## src/rtl/despachador_salida_if.sv

```systemverilog
// Bundle between the vending FSM and the output dispatcher: result strobe in, actuator drives and status out.
interface despachador_salida_if;
    logic       listo;
    logic [1:0] producto;
    logic [1:0] cambio;
    logic [2:0] motor;
    logic       moneda_out;
    logic       ocupado;
    logic       hecho;
    logic       error_solapado;

    modport master (
        output listo, producto, cambio,
        input  motor, moneda_out, ocupado, hecho, error_solapado
    );

    modport slave (
        input  listo, producto, cambio,
        output motor, moneda_out, ocupado, hecho, error_solapado
    );
endinterface

```

## src/rtl/despachador_salida.sv

```systemverilog
// Output dispatcher: turns one vending result into a timed slot-motor run followed by one coin pulse per change unit.
module despachador_salida #(
    parameter int MOTOR_CYCLES = 8,
    parameter int COIN_PULSE   = 4,
    parameter int COIN_GAP     = 4
) (
    input  logic                 clk,
    input  logic                 rst,
    despachador_salida_if.slave  bus
);
    localparam int MAXC = (MOTOR_CYCLES > COIN_PULSE)
                        ? ((MOTOR_CYCLES > COIN_GAP) ? MOTOR_CYCLES : COIN_GAP)
                        : ((COIN_PULSE > COIN_GAP) ? COIN_PULSE : COIN_GAP);
    localparam int CW = $clog2(MAXC + 1);

    localparam logic [CW-1:0] LOAD_MOTOR = CW'(MOTOR_CYCLES - 1);
    localparam logic [CW-1:0] LOAD_PULSE = CW'(COIN_PULSE - 1);
    localparam logic [CW-1:0] LOAD_GAP   = CW'(COIN_GAP - 1);

    typedef enum logic [2:0] {
        IDLE,
        MOTOR,
        COIN_ON,
        COIN_OFF,
        DONE
    } state_t;

    state_t          state_q, state_d;
    logic [CW-1:0]   cnt_q, cnt_d;
    logic [1:0]      prod_q, prod_d;
    logic [1:0]      coins_q, coins_d;
    logic [2:0]      motor_q, motor_d;
    logic            moneda_q, moneda_d;
    logic            ocupado_q, ocupado_d;
    logic            hecho_q, hecho_d;
    logic            err_q, err_d;

    // Counters hold "cycles left minus one" so a phase ends when they reach zero.
    always_comb begin
        state_d = state_q;
        cnt_d   = cnt_q;
        prod_d  = prod_q;
        coins_d = coins_q;

        case (state_q)
            IDLE: begin
                if (bus.listo) begin
                    prod_d  = bus.producto;
                    coins_d = bus.cambio;
                    if (bus.producto != 2'b00) begin
                        state_d = MOTOR;
                        cnt_d   = LOAD_MOTOR;
                    end else if (bus.cambio != 2'b00) begin
                        state_d = COIN_ON;
                        cnt_d   = LOAD_PULSE;
                    end else begin
                        state_d = DONE;
                    end
                end
            end
            MOTOR: begin
                if (cnt_q == '0) begin
                    if (coins_q != 2'b00) begin
                        state_d = COIN_ON;
                        cnt_d   = LOAD_PULSE;
                    end else begin
                        state_d = DONE;
                    end
                end else begin
                    cnt_d = cnt_q - CW'(1);
                end
            end
            COIN_ON: begin
                if (cnt_q == '0) begin
                    coins_d = coins_q - 2'd1;
                    if (coins_q > 2'd1) begin
                        state_d = COIN_OFF;
                        cnt_d   = LOAD_GAP;
                    end else begin
                        state_d = DONE;
                    end
                end else begin
                    cnt_d = cnt_q - CW'(1);
                end
            end
            COIN_OFF: begin
                if (cnt_q == '0) begin
                    state_d = COIN_ON;
                    cnt_d   = LOAD_PULSE;
                end else begin
                    cnt_d = cnt_q - CW'(1);
                end
            end
            DONE: begin
                state_d = IDLE;
            end
            default: begin
                state_d = IDLE;
            end
        endcase
    end

    // Outputs are decoded from the next state so the registered drive lines up with the state it belongs to.
    always_comb begin
        motor_d = 3'b000;
        if (state_d == MOTOR) begin
            case (prod_d)
                2'b01:   motor_d = 3'b001;
                2'b10:   motor_d = 3'b010;
                2'b11:   motor_d = 3'b100;
                default: motor_d = 3'b000;
            endcase
        end
        moneda_d  = (state_d == COIN_ON);
        hecho_d   = (state_d == DONE);
        ocupado_d = (state_d == MOTOR) || (state_d == COIN_ON) || (state_d == COIN_OFF);
        err_d     = bus.listo && (state_q != IDLE);
    end

    always_ff @(posedge clk or negedge rst) begin
        if (!rst) begin
            state_q   <= IDLE;
            cnt_q     <= '0;
            prod_q    <= 2'b00;
            coins_q   <= 2'b00;
            motor_q   <= 3'b000;
            moneda_q  <= 1'b0;
            ocupado_q <= 1'b0;
            hecho_q   <= 1'b0;
            err_q     <= 1'b0;
        end else begin
            state_q   <= state_d;
            cnt_q     <= cnt_d;
            prod_q    <= prod_d;
            coins_q   <= coins_d;
            motor_q   <= motor_d;
            moneda_q  <= moneda_d;
            ocupado_q <= ocupado_d;
            hecho_q   <= hecho_d;
            err_q     <= err_d;
        end
    end

    assign bus.motor          = motor_q;
    assign bus.moneda_out     = moneda_q;
    assign bus.ocupado        = ocupado_q;
    assign bus.hecho          = hecho_q;
    assign bus.error_solapado = err_q;
endmodule

```

## src/flat_wrapper.sv

```systemverilog
// flat-port wrapper written by rule: the top's interface ports become plain ports
module despachador_salida_flat 
#(
    parameter int MOTOR_CYCLES = 8,
    parameter int COIN_PULSE   = 4,
    parameter int COIN_GAP     = 4
)
  (clk, rst, bus_listo, bus_producto, bus_cambio, bus_motor, bus_moneda_out, bus_ocupado, bus_hecho, bus_error_solapado);
  despachador_salida_if bus_i ();
  input  logic clk;
  input  logic rst;
  input wire logic [$bits(bus_i.listo)-1:0] bus_listo;
  input wire logic [$bits(bus_i.producto)-1:0] bus_producto;
  input wire logic [$bits(bus_i.cambio)-1:0] bus_cambio;
  output wire logic [$bits(bus_i.motor)-1:0] bus_motor;
  output wire logic [$bits(bus_i.moneda_out)-1:0] bus_moneda_out;
  output wire logic [$bits(bus_i.ocupado)-1:0] bus_ocupado;
  output wire logic [$bits(bus_i.hecho)-1:0] bus_hecho;
  output wire logic [$bits(bus_i.error_solapado)-1:0] bus_error_solapado;
  assign bus_i.listo = bus_listo;
  assign bus_i.producto = bus_producto;
  assign bus_i.cambio = bus_cambio;
  assign bus_motor = bus_i.motor;
  assign bus_moneda_out = bus_i.moneda_out;
  assign bus_ocupado = bus_i.ocupado;
  assign bus_hecho = bus_i.hecho;
  assign bus_error_solapado = bus_i.error_solapado;
  despachador_salida #(.MOTOR_CYCLES(MOTOR_CYCLES), .COIN_PULSE(COIN_PULSE), .COIN_GAP(COIN_GAP)) u_core (.clk(clk), .rst(rst), .bus(bus_i));
endmodule
```

## config.mk

```make
export PLATFORM = sky130hd
export DESIGN_NAME = despachador_salida_flat
export DESIGN_NICKNAME = d
export VERILOG_FILES = /design/src/rtl/despachador_salida_if.sv /design/src/rtl/despachador_salida.sv /design/src/flat_wrapper.sv
export SDC_FILE = /design/constraint.sdc
export NUM_CORES = 1
export LEC_CHECK = 0
export CORE_MARGIN = 5
export CORE_UTILIZATION = 40
export CTS_CLUSTER_SIZE = 12
export DETAILED_ROUTE_END_ITERATION = 16
export GPL_ROUTABILITY_DRIVEN = 0
export PLACE_DENSITY = 0.66
export SYNTH_ARGS = -nofsm -noshare
export SYNTH_HDL_FRONTEND = slang
export SYNTH_SLANG_ARGS = --single-unit
```

## constraint.sdc

```tcl
create_clock -name clk -period 2.7 [get_ports clk]
set_input_delay 0.27 -clock clk [delete_from_list [all_inputs] [get_ports clk]]
set_output_delay 0.27 -clock clk [all_outputs]
set_load 0.05 [all_outputs]
```

==> flow_metrics.env, run 1 <==
export IMPL_status="completed"
export IMPL_floorplan_initialDensity=0.429
export IMPL_clk_latency_ps=300
export IMPL_numCtsBuffers=3
export IMPL_cp_startpoint="u_core.cnt_q[0]"
export IMPL_route_detailed_drc=0
export IMPL_worst_setup_path_type="register to register"
export IMPL_areaGrowthSynthToFinish_pct=19.7
export IMPL_tns_ps=0
export IMPL_r2r_slack_ps=460
export IMPL_synth_common_cells="dfrtp_1, nor2_1, inv_1"
export IMPL_die_width_um=59.2
export IMPL_initialDrtViolationCount=17
export IMPL_antenna_left=0
export IMPL_drv_slew=0
export IMPL_synth_area_leader_cell="dfrtp_1"
export IMPL_place_port_buffers=13
export IMPL_syn_nets=105
export IMPL_powerDensity_mw_per_mm2=1170
export IMPL_final_nets=122
export IMPL_end_kind="register"
export IMPL_cts_resized=0
export IMPL_vias=724
export IMPL_hold_violations=0
export IMPL_fp_dieH_um=59.2
export IMPL_synth_edf_count=0
export IMPL_reg2reg_depth=7
export IMPL_vias_per_cell=5.25
export IMPL_grt_first_pass_wirelength_um=3280
export IMPL_relSlewSlack=0.483
export IMPL_ir_drop_mv=0.639
export IMPL_synth_area_sq_um=967
export IMPL_worstPathArrival_ps=2450
export IMPL_setup_violations=0
export IMPL_dp_hpwl_um=1420
export IMPL_core_sq_mm=0.00225
export IMPL_hold_ws_ps=402
export IMPL_cp_required_ps=2900
export IMPL_std_cell_rows=17
export IMPL_overflow=0
export IMPL_fin_crit_ps=2240
export IMPL_worst_pin_slew_ps=773
export IMPL_hold_path_class="primary input to asynchronous set/reset pin"
export IMPL_fin_area_sq_mm=0.00116
export IMPL_path_clk_slew_ps=110
export IMPL_setup_slack_ps=455
export IMPL_cp_start_kind="register"
export IMPL_cts_tree="yes"
export IMPL_fmax_ghz=0.445
export IMPL_cts_setup_buffers=0
export IMPL_grt_total_usage=0.126
export IMPL_drive_gt1_frac=0.118
export IMPL_leakagePower_uw=0.000521
export IMPL_cts_path_max_buffers=2
export IMPL_synthArstFlopShare=1.00
export IMPL_reg2reg_from="u_core.cnt_q[0]"
export IMPL_numClockSinks=18
export IMPL_grt_max_degree=19
export IMPL_yosysMostFrequentCell="dfrtp_1"
export IMPL_synth_avg_cell_area_sq_um=10.3
export IMPL_pre_cts_ws_ps=475
export IMPL_rsz0062_at_grt="false"
export IMPL_path_max_fanout=8
export IMPL_synth_seq_area_share=0.466
export IMPL_r2r_end="u_core.cnt_q[1]"
export IMPL_n_fill_cell=212
export IMPL_hold_buffers=0
export IMPL_syn_inst=94
export IMPL_grt_pass1_vias=702
export IMPL_diodes=0
export IMPL_ioPinCount=14
export IMPL_wl_um=1850
export IMPL_drv_cap=0
export IMPL_htreeDepth=1
export IMPL_synthFlopType="dfrtp_1"
export IMPL_ys_ff_latch=18
export IMPL_netlist_top_cells_area="dfrtp_1, nor2_1, ha_1"
export IMPL_cts_root_buf="clkbuf_4"
export IMPL_synth_top_area_frac=0.466
export IMPL_ys_warnings_count=0
export IMPL_wl_per_cell_um=13.4
export IMPL_endpoint="u_core.cnt_q[1]"
export IMPL_first_pass_iters=4
export IMPL_fin_crit_sh=0.831
export IMPL_place_area_sq_mm=0.00112
export IMPL_die_area_sq_mm=0.00350
export IMPL_antenna_found_initial=0
export IMPL_fin_skew_ps=15.4
export IMPL_synthDistinctLibCells=36
stage by stage:
step / total power [uW] / util / cells
2_1_floorplan: 1020 / - / 94
3_3_place_gp: 1190 / 0.497 / 134
3_5_place_dp: 1200 / 0.497 / 134
4_1_cts: 1380 / 0.513 / 138
5_1_grt: 1480 / 0.513 / 138
6_report: 1360 / 0.513 / 138
registers in the layout, indices dropped and copies added (netlist names):
| register | count |
|---|---|
| u_core.coins_q | 2 |
| u_core.bus.hecho | 1 |
| u_core.bus.ocupado | 1 |
| u_core.cnt_q | 4 |
| u_core.bus.error_solapado | 1 |
| u_core.bus.motor | 3 |
| u_core.state_q | 3 |
| u_core.prod_q | 2 |
| u_core.bus.moneda_out | 1 |
cells by family (layout without fill, tap and decap cells):
group                    Yosys count  count (layout)  synth area share
AND/OR/NAND/NOR                   38              38             0.226
AO/OA/AOI/OAI                     20              20             0.160
flip-flops                        18              18             0.466
buffers and inverters             10              26            0.0505
adder cells (fa/ha/maj)            4               4            0.0517
multiplexers                       3               3            0.0362
XOR/XNOR                           1               1           0.00906
worst min-delay path by stage:
stage	start	endpoint
2_1_floorplan	rst	u_core.bus.error_solapado
3_3_place_gp	u_core.prod_q[0]	u_core.prod_q[0]
3_5_place_dp	u_core.prod_q[0]	u_core.prod_q[0]
4_1_cts	rst	u_core.cnt_q[1]
5_1_grt	rst	u_core.cnt_q[1]
6_report	rst	u_core.cnt_q[1]
report_power, final:
part	leakage (uW)	internal [uW]	switching (uW)	total, uW
clock	0.0000210	82.2	86.7	169
combinational	0.000276	296	413	709
sequential	0.000225	379	102	482
critical path, stage by stage (launching register included):
cell      delay [ps]
dfrtp_1          420
inv_1             90
ha_1             160
nor3b_2          440
or4b_4           520
o21ai_2           90
a211oi_2          90
mux2_4           320
cells in the final DEF, fill, tap and decap left out:
cell	n
dfrtp_1	18
nor2_1	15
clkdlybuf4s50_1	13
inv_1	8
nand2_1	6
nor3_1	4
a211oi_1	4
ha_1	4
a21oi_1	3
clkbuf_4	3
nand3b_1	2
mux2i_1	2
o32ai_1	2
and2_1	2
nor3b_2	1
or2b_1	1
or3b_4	1
or4b_4	1
o21ai_2	1
o21bai_2	1
nor4b_4	1
nor2b_1	1
a31oi_1	1
or2_1	1
a21o_1	1
o32a_1	1
o41ai_1	1
a211oi_2	1
o31a_1	1
or3_1	1
o2bb2ai_1	1
o21ai_0	1
xor2_1	1
nand3_1	1
o21ai_1	1
mux2_4	1
clkbuf_8	1
buf_4	1
final cells by class:
| cell class | instances | area [sq um] | area share |
|---|---|---|---|
| multi-input combinational | 66 | 468 | 0.404 |
| sequential | 18 | 450 | 0.389 |
| tap | 28 | 35.0 | 0.0303 |
| timing repair buffer | 14 | 138 | 0.119 |
| clock buffer | 4 | 36.3 | 0.0314 |
| inverter | 8 | 30.0 | 0.0259 |
metal layers:
layer  GRT usage  wire length, um  vias up
met5           0                0        -
met3      0.0523               97        4
li1            -                -      364
met1       0.161              851      344
met2       0.194              868       12
met4      0.0388               28        0
(Power assumes the default switching activity.)
==> inputs of run 2 (changes only) <==
==> constraint.sdc (replaced) <==
create_clock -name clk -period 2.25 [get_ports clk]
set_input_delay 0.225 -clock clk [delete_from_list [all_inputs] [get_ports clk]]
set_output_delay 0.225 -clock clk [all_outputs]
set_load 0.05 [all_outputs]
==> flow_metrics.env, run 2 (synthesized netlist as in run 1, its figures left out) <==
export IMPL_status="completed"
export IMPL_cp_startpoint="u_core.cnt_q[0]"
export IMPL_wl_per_cell_um=12.9
export IMPL_htreeDepth=1
export IMPL_worstPathArrival_ps=2300
export IMPL_final_common_cell="dfrtp_1"
export IMPL_numCtsBuffers=3
export IMPL_powerDensity_mw_per_mm2=1380
export IMPL_r2r_slack_ps=120
export IMPL_hold_path_class="primary input to asynchronous set/reset pin"
export IMPL_leakagePower_uw=0.000542
export IMPL_fin_crit_sh=0.945
export IMPL_place_port_buffers=13
export IMPL_first_pass_iters=2
export IMPL_fin_crit_ps=2130
export IMPL_drv_slew=0
export IMPL_dp_hpwl_um=1450
export IMPL_grt_total_usage=0.125
export IMPL_dr_wl_met3_um=63
export IMPL_fp_dieH_um=59.2
export IMPL_largest_register="u_core.cnt_q"
export IMPL_fmax_ghz=0.470
export IMPL_cts_tree="yes"
export IMPL_final_cell_mix="dfrtp_1, nor2_1, clkdlybuf4s50_1, inv_1, buf_4"
export IMPL_cts_root_buf="clkbuf_4"
export IMPL_reg2reg_depth=7
export IMPL_drv_cap=0
export IMPL_wl_um=1850
export IMPL_antenna_left=0
export IMPL_overflow=0
export IMPL_fin_area_sq_mm=0.00120
export IMPL_diodes=0
export IMPL_initialDrtViolationCount=5
export IMPL_path_max_fanout=8
export IMPL_numClockSinks=18
export IMPL_place_area_sq_mm=0.00116
export IMPL_largest_reg_flops=4
export IMPL_grt_first_pass_wirelength_um=3300
export IMPL_worst_setup_path_type="register to register"
export IMPL_met2_length_um=866
export IMPL_rsz0062_at_grt="false"
export IMPL_grt_pass1_vias=754
export IMPL_std_cell_rows=17
export IMPL_ioPinCount=14
export IMPL_drive_gt1_frac=0.174
export IMPL_die_area_sq_mm=0.00350
export IMPL_routed_top_layer="met4"
export IMPL_fin_skew_ps=4.18
export IMPL_clk_latency_ps=290
export IMPL_tns_ps=0
export IMPL_end_kind="register"
export IMPL_hold_violations=0
export IMPL_antenna_found_initial=0
export IMPL_cts_path_max_buffers=2
export IMPL_cp_required_ps=2430
export IMPL_grt_max_degree=19
export IMPL_cp_start_kind="register"
export IMPL_setup_violations=0
export IMPL_final_nets=128
export IMPL_finalPower_uw=1650
export IMPL_vias=734
export IMPL_wl_met1_um=864
export IMPL_floorplan_initialDensity=0.429
export IMPL_core_sq_mm=0.00225
export IMPL_reg2reg_from="u_core.cnt_q[0]"
export IMPL_vias_per_cell=5.13
export IMPL_ir_drop_mv=0.702
export IMPL_r2r_end="u_core.cnt_q[1]"
export IMPL_route_detailed_drc=0
export IMPL_relSlewSlack=0.664
export IMPL_worst_pin_slew_ps=503
export IMPL_path_clk_slew_ps=90
export IMPL_die_width_um=59.2
export IMPL_areaGrowthSynthToFinish_pct=23.8
[run 2: cell types whose count changed in the layout (fill, tap and decap cells not counted), sizes merged]
| cell | change |
|---|---|
| clkbuf | -1 |
| buf | +6 |
[run 2: through the flow]
stage | hold WS [ps] | util | instances | setup slack, ps
CTS | 263 | 0.524 | 142 | 10.9
floorplan | -70.6 | - | 94 | 205
finish | 256 | 0.531 | 143 | 123
global placement | 476 | 0.514 | 139 | 102
global route | 266 | 0.531 | 143 | 14.4
detailed placement | 491 | 0.514 | 139 | 28.4
[run 2: timing repair]
| action | in CTS | in global routing |
|---|---|---|
| endpoints found under the hold margin | 0 | 0 |
| hold buffers | 0 | 0 |
| resized for setup | 0 | 3 |
| setup buffers | 0 | 1 |
| setup endpoints to repair | 0 | 2 |
[run 2: final cells by class]
type / count / area [sq um]
repair buffers: 20 / 183
fillers: 226 / 1060
inverters: 8 / 30.0
clock buffers: 3 / 22.5
multi-input cells: 66 / 477
flip-flops and latches: 18 / 450
well taps: 28 / 35.0
[run 2: how the worst max path moves through the flow]
stage	endpoint	depth (start not counted)
detailed placement	u_core.cnt_q[1]	7
global route	u_core.cnt_q[1]	7
finish	u_core.cnt_q[1]	7
CTS	u_core.cnt_q[1]	7
global placement	u_core.cnt_q[1]	7
floorplan	u_core.cnt_q[1]	7
[run 2: critical path: stages (launching register included)]
cell	delay, ps
dfrtp_1	390
inv_1	90
ha_2	190
nor3b_4	350
or4b_4	510
o21ai_2	80
a211oi_2	90
mux2_4	320
[run 2: power breakdown]
| part | switching (uW) | internal (uW) | total (uW) |
|---|---|---|---|
| clock network | 89.6 | 62.2 | 152 |
| logic | 548 | 411 | 960 |
| registers | 82.4 | 456 | 538 |
[run 2: metal layers]
| metal | GRT usage | vias up |
|---|---|---|
| met3 | 0.0240 | 4 |
| met5 | 0 | - |
| met2 | 0.191 | 9 |
| met4 | 0.0809 | 0 |
| li1 | - | 377 |
| met1 | 0.160 | 344 |
